==> src/rtl/cpu_pkg.sv <==
// Shared definitions for the CPU slice: instruction width, NOP encoding and
// the state encoding of the instruction-memory loader FSM.
package cpu_pkg;

    localparam int INST_W = 32;
    localparam logic [INST_W-1:0] NOP_INST = 32'h0000_0000;

    localparam logic [2:0] ST_IDLE  = 3'd0;
    localparam logic [2:0] ST_COUNT = 3'd1;
    localparam logic [2:0] ST_DATA  = 3'd2;
    localparam logic [2:0] ST_CHECK = 3'd3;
    localparam logic [2:0] ST_DONE  = 3'd4;
    localparam logic [2:0] ST_ERR   = 3'd5;

    // States in which the loader is consuming the byte stream.
    function automatic logic st_accepts(input logic [2:0] s);
        return (s == ST_COUNT) || (s == ST_DATA) || (s == ST_CHECK);
    endfunction

endpackage

==> src/rtl/imem_ram.sv <==
// Instruction RAM: one synchronous write port, one combinational read port,
// whole array cleared by synchronous reset.
module imem_ram #(
    parameter int AW = 5,
    parameter int DW = 32
) (
    input  logic          clk,
    input  logic          reset,
    input  logic          we,
    input  logic [AW-1:0] waddr,
    input  logic [DW-1:0] wdata,
    input  logic [AW-1:0] raddr,
    output logic [DW-1:0] rdata
);

    logic [DW-1:0] mem [2**AW];

    always_ff @(posedge clk) begin
        if (reset) begin
            for (int i = 0; i < 2**AW; i++) begin
                mem[i] <= '0;
            end
        end else if (we) begin
            mem[waddr] <= wdata;
        end
    end

    // A same-cycle write is only visible after the edge, so reads see the old word.
    assign rdata = mem[raddr];

endmodule

==> src/rtl/imem_loader.sv <==
// Byte-stream loader for the instruction RAM plus the CPU fetch port.
// Define IMEM_LOADER_CHECKSUM_EN to require a trailing XOR checksum byte.
module imem_loader
    import cpu_pkg::*;
#(
    parameter int AW = 5,
    parameter int DW = INST_W
) (
    input  logic          Clk,
    input  logic          Reset,
    input  logic          Start,
    input  logic [7:0]    ByteIn,
    input  logic          ByteValid,
    output logic          ByteReady,
    input  logic [31:0]   Addr,
    output logic [DW-1:0] Inst,
    output logic          CpuHold,
    output logic          Done,
    output logic          Error,
    output logic [AW:0]   WordCount,
    output logic [2:0]    StateDbg
);

    localparam int DEPTH = 1 << AW;
    localparam logic [AW:0] PTR_ONE = {{AW{1'b0}}, 1'b1};

    logic [2:0]    state, state_nxt;
    logic [23:0]   stage;
    logic [1:0]    bcnt;
    logic [AW:0]   wptr;
    logic [AW:0]   wcount;
    logic          xfer, start_go, hdr_ok, word_end, word_last, ram_we;
    logic [DW-1:0] ram_rdata;
    logic          unused_addr;

`ifdef IMEM_LOADER_CHECKSUM_EN
    logic [7:0]    csum;
`endif

    assign xfer      = ByteValid && ByteReady;
    assign start_go  = Start && !st_accepts(state);
    assign hdr_ok    = (ByteIn != 8'd0) && ({1'b0, ByteIn} <= 9'(DEPTH));
    assign word_end  = (bcnt == 2'd3);
    assign word_last = word_end && ((wptr + PTR_ONE) == wcount);
    assign ram_we    = (state == ST_DATA) && xfer && word_end;

    // State register
    always_ff @(posedge Clk) begin
        if (Reset) begin
            state <= ST_IDLE;
        end else begin
            state <= state_nxt;
        end
    end

    // Next-state logic
    always_comb begin
        state_nxt = state;
        case (state)
            ST_IDLE, ST_DONE, ST_ERR: begin
                if (Start) state_nxt = ST_COUNT;
            end
            ST_COUNT: begin
                if (xfer) state_nxt = hdr_ok ? ST_DATA : ST_ERR;
            end
            ST_DATA: begin
`ifdef IMEM_LOADER_CHECKSUM_EN
                if (xfer && word_last) state_nxt = ST_CHECK;
`else
                if (xfer && word_last) state_nxt = ST_DONE;
`endif
            end
`ifdef IMEM_LOADER_CHECKSUM_EN
            ST_CHECK: begin
                if (xfer) state_nxt = (ByteIn == csum) ? ST_DONE : ST_ERR;
            end
`endif
            default: state_nxt = ST_IDLE;
        endcase
    end

    // Outputs decoded from registered state
    always_comb begin
        ByteReady = st_accepts(state);
        CpuHold   = st_accepts(state) || (state == ST_ERR);
        Done      = (state == ST_DONE);
        Error     = (state == ST_ERR);
    end

    assign StateDbg  = state;
    assign WordCount = wcount;

    // Byte packing: three bytes are staged, the fourth completes the word.
    always_ff @(posedge Clk) begin
        if (Reset) begin
            stage  <= '0;
            bcnt   <= '0;
            wptr   <= '0;
            wcount <= '0;
        end else begin
            if (start_go) begin
                stage <= '0;
                bcnt  <= '0;
                wptr  <= '0;
            end
            if ((state == ST_COUNT) && xfer) begin
                wcount <= ByteIn[AW:0];
            end
            if ((state == ST_DATA) && xfer) begin
                if (word_end) begin
                    bcnt <= '0;
                    wptr <= wptr + PTR_ONE;
                end else begin
                    stage <= {stage[15:0], ByteIn};
                    bcnt  <= bcnt + 2'd1;
                end
            end
        end
    end

`ifdef IMEM_LOADER_CHECKSUM_EN
    // Running XOR over data bytes only; the header is not included.
    always_ff @(posedge Clk) begin
        if (Reset || start_go) begin
            csum <= '0;
        end else if ((state == ST_DATA) && xfer) begin
            csum <= csum ^ ByteIn;
        end
    end
`endif

    imem_ram #(
        .AW(AW),
        .DW(DW)
    ) u_ram (
        .clk   (Clk),
        .reset (Reset),
        .we    (ram_we),
        .waddr (wptr[AW-1:0]),
        .wdata ({stage, ByteIn}),
        .raddr (Addr[AW+1:2]),
        .rdata (ram_rdata)
    );

    assign Inst = CpuHold ? NOP_INST : ram_rdata;

    assign unused_addr = ^{Addr[31:AW+2], Addr[1:0]};

endmodule

==> config.mk <==
export PLATFORM = sky130hd
export DESIGN_NAME = imem_loader
export DESIGN_NICKNAME = d
export VERILOG_FILES = /design/src/rtl/cpu_pkg.sv /design/src/rtl/imem_ram.sv /design/src/rtl/imem_loader.sv
export SDC_FILE = /design/constraint.sdc
export NUM_CORES = 1
export LEC_CHECK = 0
export BUFFER_PORTS_ARGS = -buffer_cell sky130_fd_sc_hd__buf_2
export CAP_MARGIN = 15
export CORE_UTILIZATION = 42
export DETAILED_ROUTE_END_ITERATION = 16
export PLACE_DENSITY_LB_ADDON = 0.15
export SLEW_MARGIN = 15
export SYNTH_ARGS = -nofsm -noshare
export SYNTH_HDL_FRONTEND = slang
export SYNTH_SLANG_ARGS = --single-unit
==> constraint.sdc <==
create_clock -name Clk -period 3 [get_ports Clk]
set_clock_uncertainty 0.2 [all_clocks]
set_input_delay 0.15 -clock Clk [delete_from_list [all_inputs] [get_ports Clk]]
set_output_delay 0.15 -clock Clk [all_outputs]
set_load 0.05 [all_outputs]
== Yosys cells after proc, flatten, opt, wreduce, memory -nomap -nowiden ==
Memories as Yosys holds them, arrays and structs flattened.
Cells that the tools add are included.

* Bits in registers: 41
* Bits in latches: 0
* Bits in writable memories: 1,024
* Memory bits (read-only): 0
* Output and inout port bits: 45
* Memories: 1

* Add/sub/neg operators: 2
* $mul: 0
* Divide/modulo/power cells: 0
* Magnitude comparators: 1
* Equal/unequal tests: 10
* Shift operators: 0
* Mux-type cells: 23
* Bitwise gates (word level): 0
* Reductions and logical operators: 18

{| class="wikitable"
|+ Memory list
! name !! depth !! bits a word !! rd ports !! clocked after memory_dff !! wr ports !! line !! source
|-
| u_ram.mem || 32 || 32 || 1 || 0 || 32 || imem_ram.sv:16 || <nowiki>logic [DW-1:0] mem [2**AW];</nowiki>
|}

{| class="wikitable"
|+ Operators with widths
! cell !! count
|-
| two-way mux 24 bit || 3
|-
| two-way mux 32 bit || 2
|-
| OR reduction 32 bit || 1
|-
| two-way mux 6 bit || 3
|-
| two-way mux 3 bit || 4
|-
| case mux 3 bit (3 select lines) || 1
|-
| less-or-equal comparator 8 x 6 -> 1 bit (second input constant) || 1
|-
| logical AND 1 bit || 8
|-
| nonzero test 8 bit || 1
|-
| adder 6 x 1 -> 6 bit (second input constant) || 1
|-
| == test 3 x 2 -> 1 bit (second input constant) || 2
|-
| == test 3 bit (second input constant) || 2
|-
| == test 6 bit || 1
|-
| two-way mux 1 bit || 6
|-
| two-way mux 2 bit || 3
|-
| two-way mux 5 bit || 1
|-
| != test 2 bit (second input constant) || 2
|-
| == test 3 x 1 -> 1 bit (second input constant) || 1
|-
| logical NOT 3 bit || 1
|-
| logical OR 1 bit || 3
|-
| AND reduction 3 bit || 1
|-
| OR reduction 3 bit || 1
|-
| adder 2 x 1 -> 2 bit (second input constant) || 1
|-
| == test 2 bit (second input constant) || 1
|-
| other kinds (3) || 3
|}

== Logic depth before layout (Yosys ltp) ==
Gate-level depths: netlist of run 1.

* Depth in word-level cells: 11
* Mapped depth: 10
* Mapped depth without buffers: 7

== Cells and area by module ==
A second synthesis of run 1 with hierarchy kept.

* Cells, all modules: 3,751
* Area, all modules: 49,645.1 um^2

{| class="wikitable"
|+ By module, submodules not included
! module !! instances !! cells each !! area an instance (um^2) !! sequential area each (um^2)
|-
| imem_ram || 1 || 3,482 || 47,536.8 || 30,749.5
|-
| imem_loader || 1 || 269 || 2,108.3 || 820.8
|}

== Worst setup path before layout of run 1 ==
No wires, ideal clock.

* Path type: flip-flop to output port
* From: register state[1], in the netlist StateDbg[1]
* To: output Inst[22]
* Arrival time: 3,199 ps
* Slack: -549 ps
* Stages on the path, launching flop included: 6
* Buffers on the path: 2
* Path through: dfxtp_1 buf_2 nand2b_1 o21ai_1 clkbuf_1 nor4_1

* Cells in the longest elaborated chain, start to end: 5

{| class="wikitable"
|+ RTL lines
! what !! line !! source
|-
| start: declaration || imem_loader.sv:27 || <nowiki>logic [2:0] state, state_nxt;</nowiki>
|-
| start signal: assignment || imem_loader.sv:52 || <nowiki>state <= state_nxt;</nowiki>
|-
| == test 3 x 1 -> 1 bit or == test 3 x 2 -> 1 bit (tied branches) || cpu_pkg.sv:17 || <nowiki>return (s == ST_COUNT) || (s == ST_DATA) || (s == ST_CHECK);</nowiki>
|-
| logical OR 1 bit (2 in a row) || cpu_pkg.sv:17 ||
|-
| logical OR 1 bit * || imem_loader.sv:85 || <nowiki>CpuHold = st_accepts(state) || (state == ST_ERR);</nowiki>
|-
| via CpuHold || imem_loader.sv:17 || <nowiki>output logic CpuHold,</nowiki>
|-
| two-way mux 32 bit * || imem_loader.sv:145 || <nowiki>assign Inst = CpuHold ? NOP_INST : ram_rdata;</nowiki>
|-
| end: declaration || imem_loader.sv:16 || <nowiki>output logic [DW-1:0] Inst,</nowiki>
|}

Mark *: on every way through the listed nets, which the timed path passes. The rest lies on a longest branch.

== Worst setup path after layout of run 1 ==
* From: memory u_ram.mem[28][0]
* To: output Inst[0]

* Cells in the longest elaborated chain, start to end: 2

{| class="wikitable"
|+ RTL lines
! what !! line
|-
| start: declaration || imem_ram.sv:16
|-
| memory (32 x 32 bit) || --
|-
| two-way mux 32 bit || imem_loader.sv:145
|}

No other way between the ends.

==> flow_summary_export.csv, run 1 <==
group,metric,value,unit
worst_hold_path,holdPathStages,2,
worst_setup_path,path_delay_family,"multiplexers",
floorplanning,core,116000,sq um
layout,stdcell_count,5030,
timing,setup_viol,0,
place,dp_hpwl,78.4,mm
worst_setup_path,crit_slowest_cell,"mux4_2",
floorplanning,start_util,42.3,%
synth,yosysWarnings,0,
layout,n_antenna_cell,0,
synth,synth_cell_type_count,44,
floorplanning,io_pins,89,
worst_hold_path,min_from,"stage[22]$_SDFF_PP0_",
floorplanning,row_count,125,
grt,grt_use_total,21.9,%
cts,path_clk_slew,0.06,ns
place,post-place-ws,-0.109,ns
floorplanning,die_h,344,microns
routing,postRouteAntennaNets,0,
routing,drcViolationCount,0,
worst_hold_path,whs_endpoint,"stage[22]$_SDFF_PP0_",
worst_setup_path,reg2reg_depth,3,
power_and_ir_drop,power_density,599,nW/um^2
cts,cts_root_buffer,"clkbuf_16",
synth,synth_area,49200,sq um
cts,cts_tree,"built",
worst_setup_path,critPathLaunchType,"flip-flop",
worst_setup_path,slowest_delay,0.48,ns
grt,grt_pass1_wl,189,mm
synth,ys_async_sr_fraction,0,%
worst_setup_path,crit_arrival,2.51,ns
outcome,outcome,"completed",
grt,grt_overflow,0,
place,gp_congestion,0.785,
worst_setup_path,critPathLaunch,"u_ram.mem[28][0]$_SDFFCE_PN0P_",
synth,synth_seq_area_share,64.2,%
layout,nets,3466,
timing,fmax,350,MHz
timing,slew_headroom,25.0,%
cts,clock_insertion_delay_worst_skew,0.68,ns
worst_setup_path,reg2reg_slack,0.28,ns
grt,grt_max_degree,64,
routing,avgRoutedWirePerCell,25.6,microns
timing,post-route-period-util,95.3,%
cts,htree_levels,3,
grt,grt_pass1_vias,28704,
timing,fin_crit,2.86,ns
grt,antenna_found_initial,2,
layout,drive_above_1_share,22.4,%
worst_setup_path,r2r_start,"wptr[4]$_SDFF_PP0_",
worst_setup_path,crit_fanout,1,
timing,fin_ws,0.140,ns
timing,rsz0062_at_grt,"no",
timing,hold_slack,0.279,ns
routing,drt_iter0_drc,2099,
floorplanning,die_x,344,microns
cts,cts_buffers,111,
worst_setup_path,timing.rr.end,"u_ram.mem[3][24]$_SDFFCE_PN0P_",
synth,syn_area_per_cell,14.7,sq um
synth,syn-num-nets,3396,
worst_setup_path,worstPathCellList,"mux4_2 > nor2b_1 > a211oi_1 > nor4_4 > buf_12",
routing,drt_first_pass_iters,5,
synth,ys.flop_type,"edfxtp_1",
worst_setup_path,critPathCaptureType,"output port",
synth,synth_edf_count,1024,
place,dp_cells,4809,
routing,wl,129,mm
timing,tightestPinTransition,1.13,ns
routing,num_vias,27507,
synth,yosys_register_bits,1065,
floorplanning,die_area,119000,sq um
power_and_ir_drop,leakage,19.8,nW
layout,area_delta_synth_final,14.3,%
worst_setup_path,required,2.65,ns
worst_setup_path,crit_buf_inv,1,
cts,cts.sinks,1065,
synth,synthCells,3346,
cts,clk_path_buf_depth,3,
layout,finalCoreUtilization,48.4,%
place,io_buffer_count,61,
timing,hold_viol_final,0,
worst_setup_path,critPathKind,"reg -> out",
worst_hold_path,hp-class,"reg -> reg",
power_and_ir_drop,vdd_ir_drop_max,0.000502,V
routing,viasPerCell,5.47,
flow_run,cap_violations,0,
timing,slew_violations,0,
Yosys cell counts (all sizes together) (2+ instances only):
| cell type | count | area (sq um) |
|---|---|---|
| and2 | 1027 | 6420 |
| edfxtp | 1024 | 30700 |
| clkbuf | 241 | 1020 |
| mux4 | 192 | 4320 |
| mux2i | 103 | 1030 |
| nand2 | 99 | 402 |
| nor2 | 90 | 578 |
| buf | 80 | 485 |
| mux2 | 64 | 721 |
| dfxtp | 41 | 821 |
| nand2b | 38 | 238 |
| nor2b | 37 | 231 |
| a211oi | 34 | 255 |
| a22o | 33 | 289 |
| a21oi | 32 | 160 |
| a221o | 32 | 320 |
| nor4 | 32 | 200 |
| o22ai | 32 | 200 |
| or2 | 32 | 200 |
| nand3 | 31 | 155 |
| o21ai | 10 | 50.1 |
| ha | 6 | 75.1 |
| xnor2 | 5 | 43.8 |
| xor2 | 5 | 43.8 |
| or3 | 4 | 25.0 |
| and3 | 3 | 18.8 |
| inv | 3 | 11.3 |
| nand3b | 3 | 22.5 |
| or4 | 3 | 22.5 |
| nor3 | 2 | 10.0 |
| or3b | 2 | 17.5 |
how the worst max path moves through the flow:
stage | end | slack [ns] | depth (start not counted)
after CTS | Inst[31] | -0.07 | 6
after global placement | Inst[31] | -0.09 | 9
after detailed placement | Inst[31] | -0.11 | 9
after floorplan | Inst[22] | -0.55 | 5
after global routing | Inst[0] | 0.003 | 5
final | Inst[0] | 0.14 | 5
worst register-to-register path: cells and delay by family, from the launching register on:
family           cells  cell delay [ns]
AND/OR/NAND/NOR      3             1.60
flip-flops           1             0.52
area by class of cell:
cell class	count	area [sq um]
Clock buffer	139	3000
Clock inverter	64	558
Fill cell	9987	60000
Inverter	3	11.3
Multi-Input combinational cell	1957	16400
Sequential cell	1065	31600
Tap cell	1524	1910
Timing Repair Buffer	278	2780
through the flow:
step / cell area [sq um] / total power, mW / TNS (ns)
after floorplan: 49300 / 19.1 / -5.34
after global placement: 52400 / 20.4 / -0.0851
after detailed placement: 52400 / 20.4 / -0.109
after CTS: 56200 / 34.0 / -0.0675
after global routing: 56200 / 34.7 / 0
final: 56200 / 33.7 / 0
registers in the layout, indices dropped and copies added, names as in the netlist:
name,count
u_ram.mem,1024
stage,24
WordCount,6
wptr,6
StateDbg,3
bcnt,2
placed cells by master, fill, tap and decap left out, types with 4 or more instances in the layout:
master / count
a211oi_1: 33
a21oi_1: 32
a221o_1: 32
a22o_1: 33
and2_1: 1027
buf_12: 57
buf_2: 31
buf_4: 171
bufinv_16: 10
clkbuf_1: 20
clkbuf_16: 114
clkbuf_8: 5
clkinv_1: 28
clkinv_2: 22
dfxtp_1: 38
dlygate4sd3_1: 15
edfxtp_1: 1024
ha_1: 6
mux2_2: 64
mux2i_1: 103
mux4_2: 192
nand2_1: 95
nand2_4: 4
nand2b_1: 36
nand3_1: 31
nor2_1: 56
nor2_4: 33
nor2b_1: 34
nor4_2: 22
nor4_4: 7
o21ai_0: 8
o22ai_1: 32
or2_2: 32
or3_1: 4
xnor2_1: 5
xor2_1: 5
power by group:
part	total (mW)	leakage [nW]	switching, mW	internal [mW]
clock	13.5	1.76	5.66	7.87
sequential	17.1	10.1	0.179	17.0
combinational	3.03	7.98	1.75	1.27
repair_timing:
item / CTS / global route
gates resized for setup: 14 / 5
endpoints found under the hold margin: 227 / 0
pin swaps: 1 / 2
hold buffers: 15 / 0
setup endpoints to repair: 24 / 10
setup buffers: 1 / 2
cells by family (layout without fill, tap and decap cells):
family                     Yosys count  in the layout  synth area share [%]
and+or+nand+nor                   1406           1406                  17.4
muxes                              359            359                  12.3
xor gates and xnor gates            10             10                 0.178
DFF                               1065           1065                  64.2
adders and majority gates            6              6                 0.153
AOI/OAI and AO/OA                  176            176                  2.64
buffers and inverters              324            484                  3.08
routing by layer:
metal | GRT usage [%] | up-vias | part of all wire [%]
met5 | 0 | - | 0.010
met4 | 5.33 | 2 | 1.8
met3 | 3.16 | 141 | 5.6
met2 | 37.6 | 700 | 50
met1 | 29.4 | 14396 | 42
li1 | - | 12268 | -
Note: power is estimated with default switching activity, not from simulation.
==> run 2, diff against run 1 <==
==> constraint.sdc (replaced) <==
create_clock -name Clk -period 3.1 [get_ports Clk]
set_clock_uncertainty 0.2 [all_clocks]
set_input_delay 0.155 -clock Clk [delete_from_list [all_inputs] [get_ports Clk]]
set_output_delay 0.155 -clock Clk [all_outputs]
set_load 0.05 [all_outputs]
==> flow_summary_export.csv, run 2 (same netlist as run 1, synthesis figures left out) <==
group,metric,value,unit
outcome,outcome,"completed",
worst_setup_path,required,2.74,ns
worst_setup_path,critPathCapture,"Inst[11]",
worst_setup_path,reg2reg_slack,0.26,ns
cts,clk_path_buf_depth,3,
layout,drive_above_1_share,21.3,%
timing,hold_slack,0.194,ns
timing,fin_crit,2.98,ns
grt,grt_use_total,22.1,%
worst_setup_path,critPathKind,"reg -> out",
grt,antenna_found_initial,4,
timing,fmax,336,MHz
power_and_ir_drop,netSwitchingFraction,22.6,%
grt,grt_overflow,0,
routing,drt_first_pass_iters,7,
worst_setup_path,r2r_start,"StateDbg[0]$_SDFFE_PP0P_",
layout,area_delta_synth_final,13.4,%
cts,htree_levels,3,
cts,cts.sinks,1065,
timing,fin_tns_setup,0,ns
routing,viasPerCell,5.53,
power_and_ir_drop,p_clk_share,39.6,%
worst_setup_path,critPathLaunchType,"flip-flop",
timing,post-route-period-util,96.1,%
cts,cts_buffers,113,
worst_setup_path,crit_arrival,2.63,ns
layout,stdcell_count,5000,
layout,top_regs,"u_ram.mem: 1024 flops, stage: 24 flops",
power_and_ir_drop,power_density,578,nW/um^2
timing,slew_headroom,18.1,%
routing,wl,130,mm
layout,largest_reg_flops,1024,
layout,largest_register,"u_ram.mem",
floorplanning,start_util,42.3,%
floorplanning,core,116000,sq um
layout,nets,3439,
cts,clock_insertion_delay_worst_skew,0.69,ns
worst_hold_path,hp-class,"in -> reg",
floorplanning,die_x,344,microns
cts,path_clk_slew,0.06,ns
grt,grt_pass1_vias,28685,
power_and_ir_drop,switching_power,7.30,mW
cts,cts_tree,"built",
place,gp_congestion,0.782,
power_and_ir_drop,intPower,24.9,mW
floorplanning,row_count,125,
timing,tightestPinTransition,1.23,ns
routing,avgRoutedWirePerCell,26.0,microns
power_and_ir_drop,vdd_ir_drop_max,0.000406,V
power_and_ir_drop,combPwrFrac,8.9,%
place,dp_hpwl,78.9,mm
layout,fillCellCount,9911,
floorplanning,io_pins,89,
flow_run,cap_violations,0,
power_and_ir_drop,p_seq_share,51.5,%
worst_setup_path,crit_fanout,1,
layout,final_common_cell,"and2_1",
worst_setup_path,critPathLaunch,"u_ram.mem[19][11]$_SDFFCE_PN0P_",
routing,num_vias,27633,
timing,rsz0062_at_grt,"no",
layout,finalCoreUtilization,48.0,%
place,dp_cells,4783,
cts,cts_setup_buffers,0,
worst_setup_path,timing.rr.end,"u_ram.mem[22][30]$_SDFFCE_PN0P_",
layout,mostFrequentLayoutCells,"and2_1, edfxtp_1, mux4_2",
routing,postRouteAntennaNets,0,
worst_setup_path,reg2reg_depth,5,
power_and_ir_drop,leakage,19.6,nW
timing,hold_viol_final,0,
routing,drcViolationCount,0,
routing,drt_iter0_drc,2397,
grt,grt_max_degree,68,
grt,grt_pass1_wl,191,mm
floorplanning,die_h,344,microns
timing,setup_viol,0,
worst_setup_path,critPathCaptureType,"output port",
timing,slew_violations,0,
place,io_buffer_count,61,
cts,cts_root_buffer,"clkbuf_16",
floorplanning,die_area,119000,sq um
run 2: changes by cell type in the layout (fill, tap and decap cells not counted), sizes merged:
cell,change
clkbuf,+21
buf,-29
diode,+2
bufinv,-6
clkinv,-18
run 2: worst min path at each step:
stage	from	end	slack [ns]	depth (start not counted)
2_1_floorplan	ByteIn[0]	stage[0]$_SDFF_PP0_	0.09	2
6_report	Reset	bcnt[1]$_SDFFE_PP0P_	0.19	4
3_5_place_dp	stage[11]$_SDFF_PP0_	stage[11]$_SDFF_PP0_	0.27	2
5_1_grt	Reset	stage[10]$_SDFF_PP0_	0.20	4
4_1_cts	Reset	bcnt[1]$_SDFFE_PP0P_	0.13	4
3_3_place_gp	stage[11]$_SDFF_PP0_	stage[11]$_SDFF_PP0_	0.27	2
run 2: timing repair:
action	4_1_cts	5_1_grt
endpoints found under the hold margin	248	0
gates cloned	0	0
setup endpoints to repair	4	3
pin swaps	1	1
hold buffers	15	0
resized for setup	4	3
run 2: layout make-up:
cell class	instances	area, sq um	share of cell area [%]
flip-flops and latches	1065	31600	56.6
multi-input cells	1957	16300	29.3
clock buffers	160	3160	5.66
repair buffers	249	2520	4.52
well taps	1524	1910	3.42
clock inverters	40	282	0.505
inverters	3	11.3	0.0202
diodes	2	5.00	0.00897
run 2: stage by stage:
| step | worst slack [ns] | power [mW] | instance area, sq um |
|---|---|---|---|
| 2_1_floorplan | -0.454 | 18.5 | 49300 |
| 6_report | 0.120 | 32.2 | 55800 |
| 3_5_place_dp | 0.0940 | 19.8 | 52100 |
| 4_1_cts | 0.00811 | 32.5 | 55800 |
| 3_3_place_gp | 0.0918 | 19.7 | 52100 |
| 5_1_grt | 0.0110 | 33.2 | 55800 |
run 2: power groups by stage:
stage	combinational, mW	sequential (mW)	clock (mW)
after floorplan	1.68	16.8	0
after global placement	2.87	16.8	0
after detailed placement	2.88	16.9	0
after CTS	2.91	16.6	13.0
after global routing	3.02	16.6	13.5
final	2.87	16.6	12.8
run 2: worst max-delay path, cell delays in order, from the launching register on:
cell,delay [ns]
edfxtp_1,0.32
mux2_2,0.14
o22ai_1,0.08
a221o_1,0.37
a22o_1,0.28
nor4_4,0.40
buf_4,0.22
buf_12,0.13
run 2: layer usage:
| layer | share of wire, % | up-vias | global-route usage, % |
|---|---|---|---|
| met5 | 0.0062 | - | 0 |
| met3 | 5.3 | 166 | 3.32 |
| met2 | 50 | 695 | 37.6 |
| li1 | - | 12240 | - |
| met1 | 43 | 14530 | 29.7 |
| met4 | 2.0 | 2 | 5.66 |
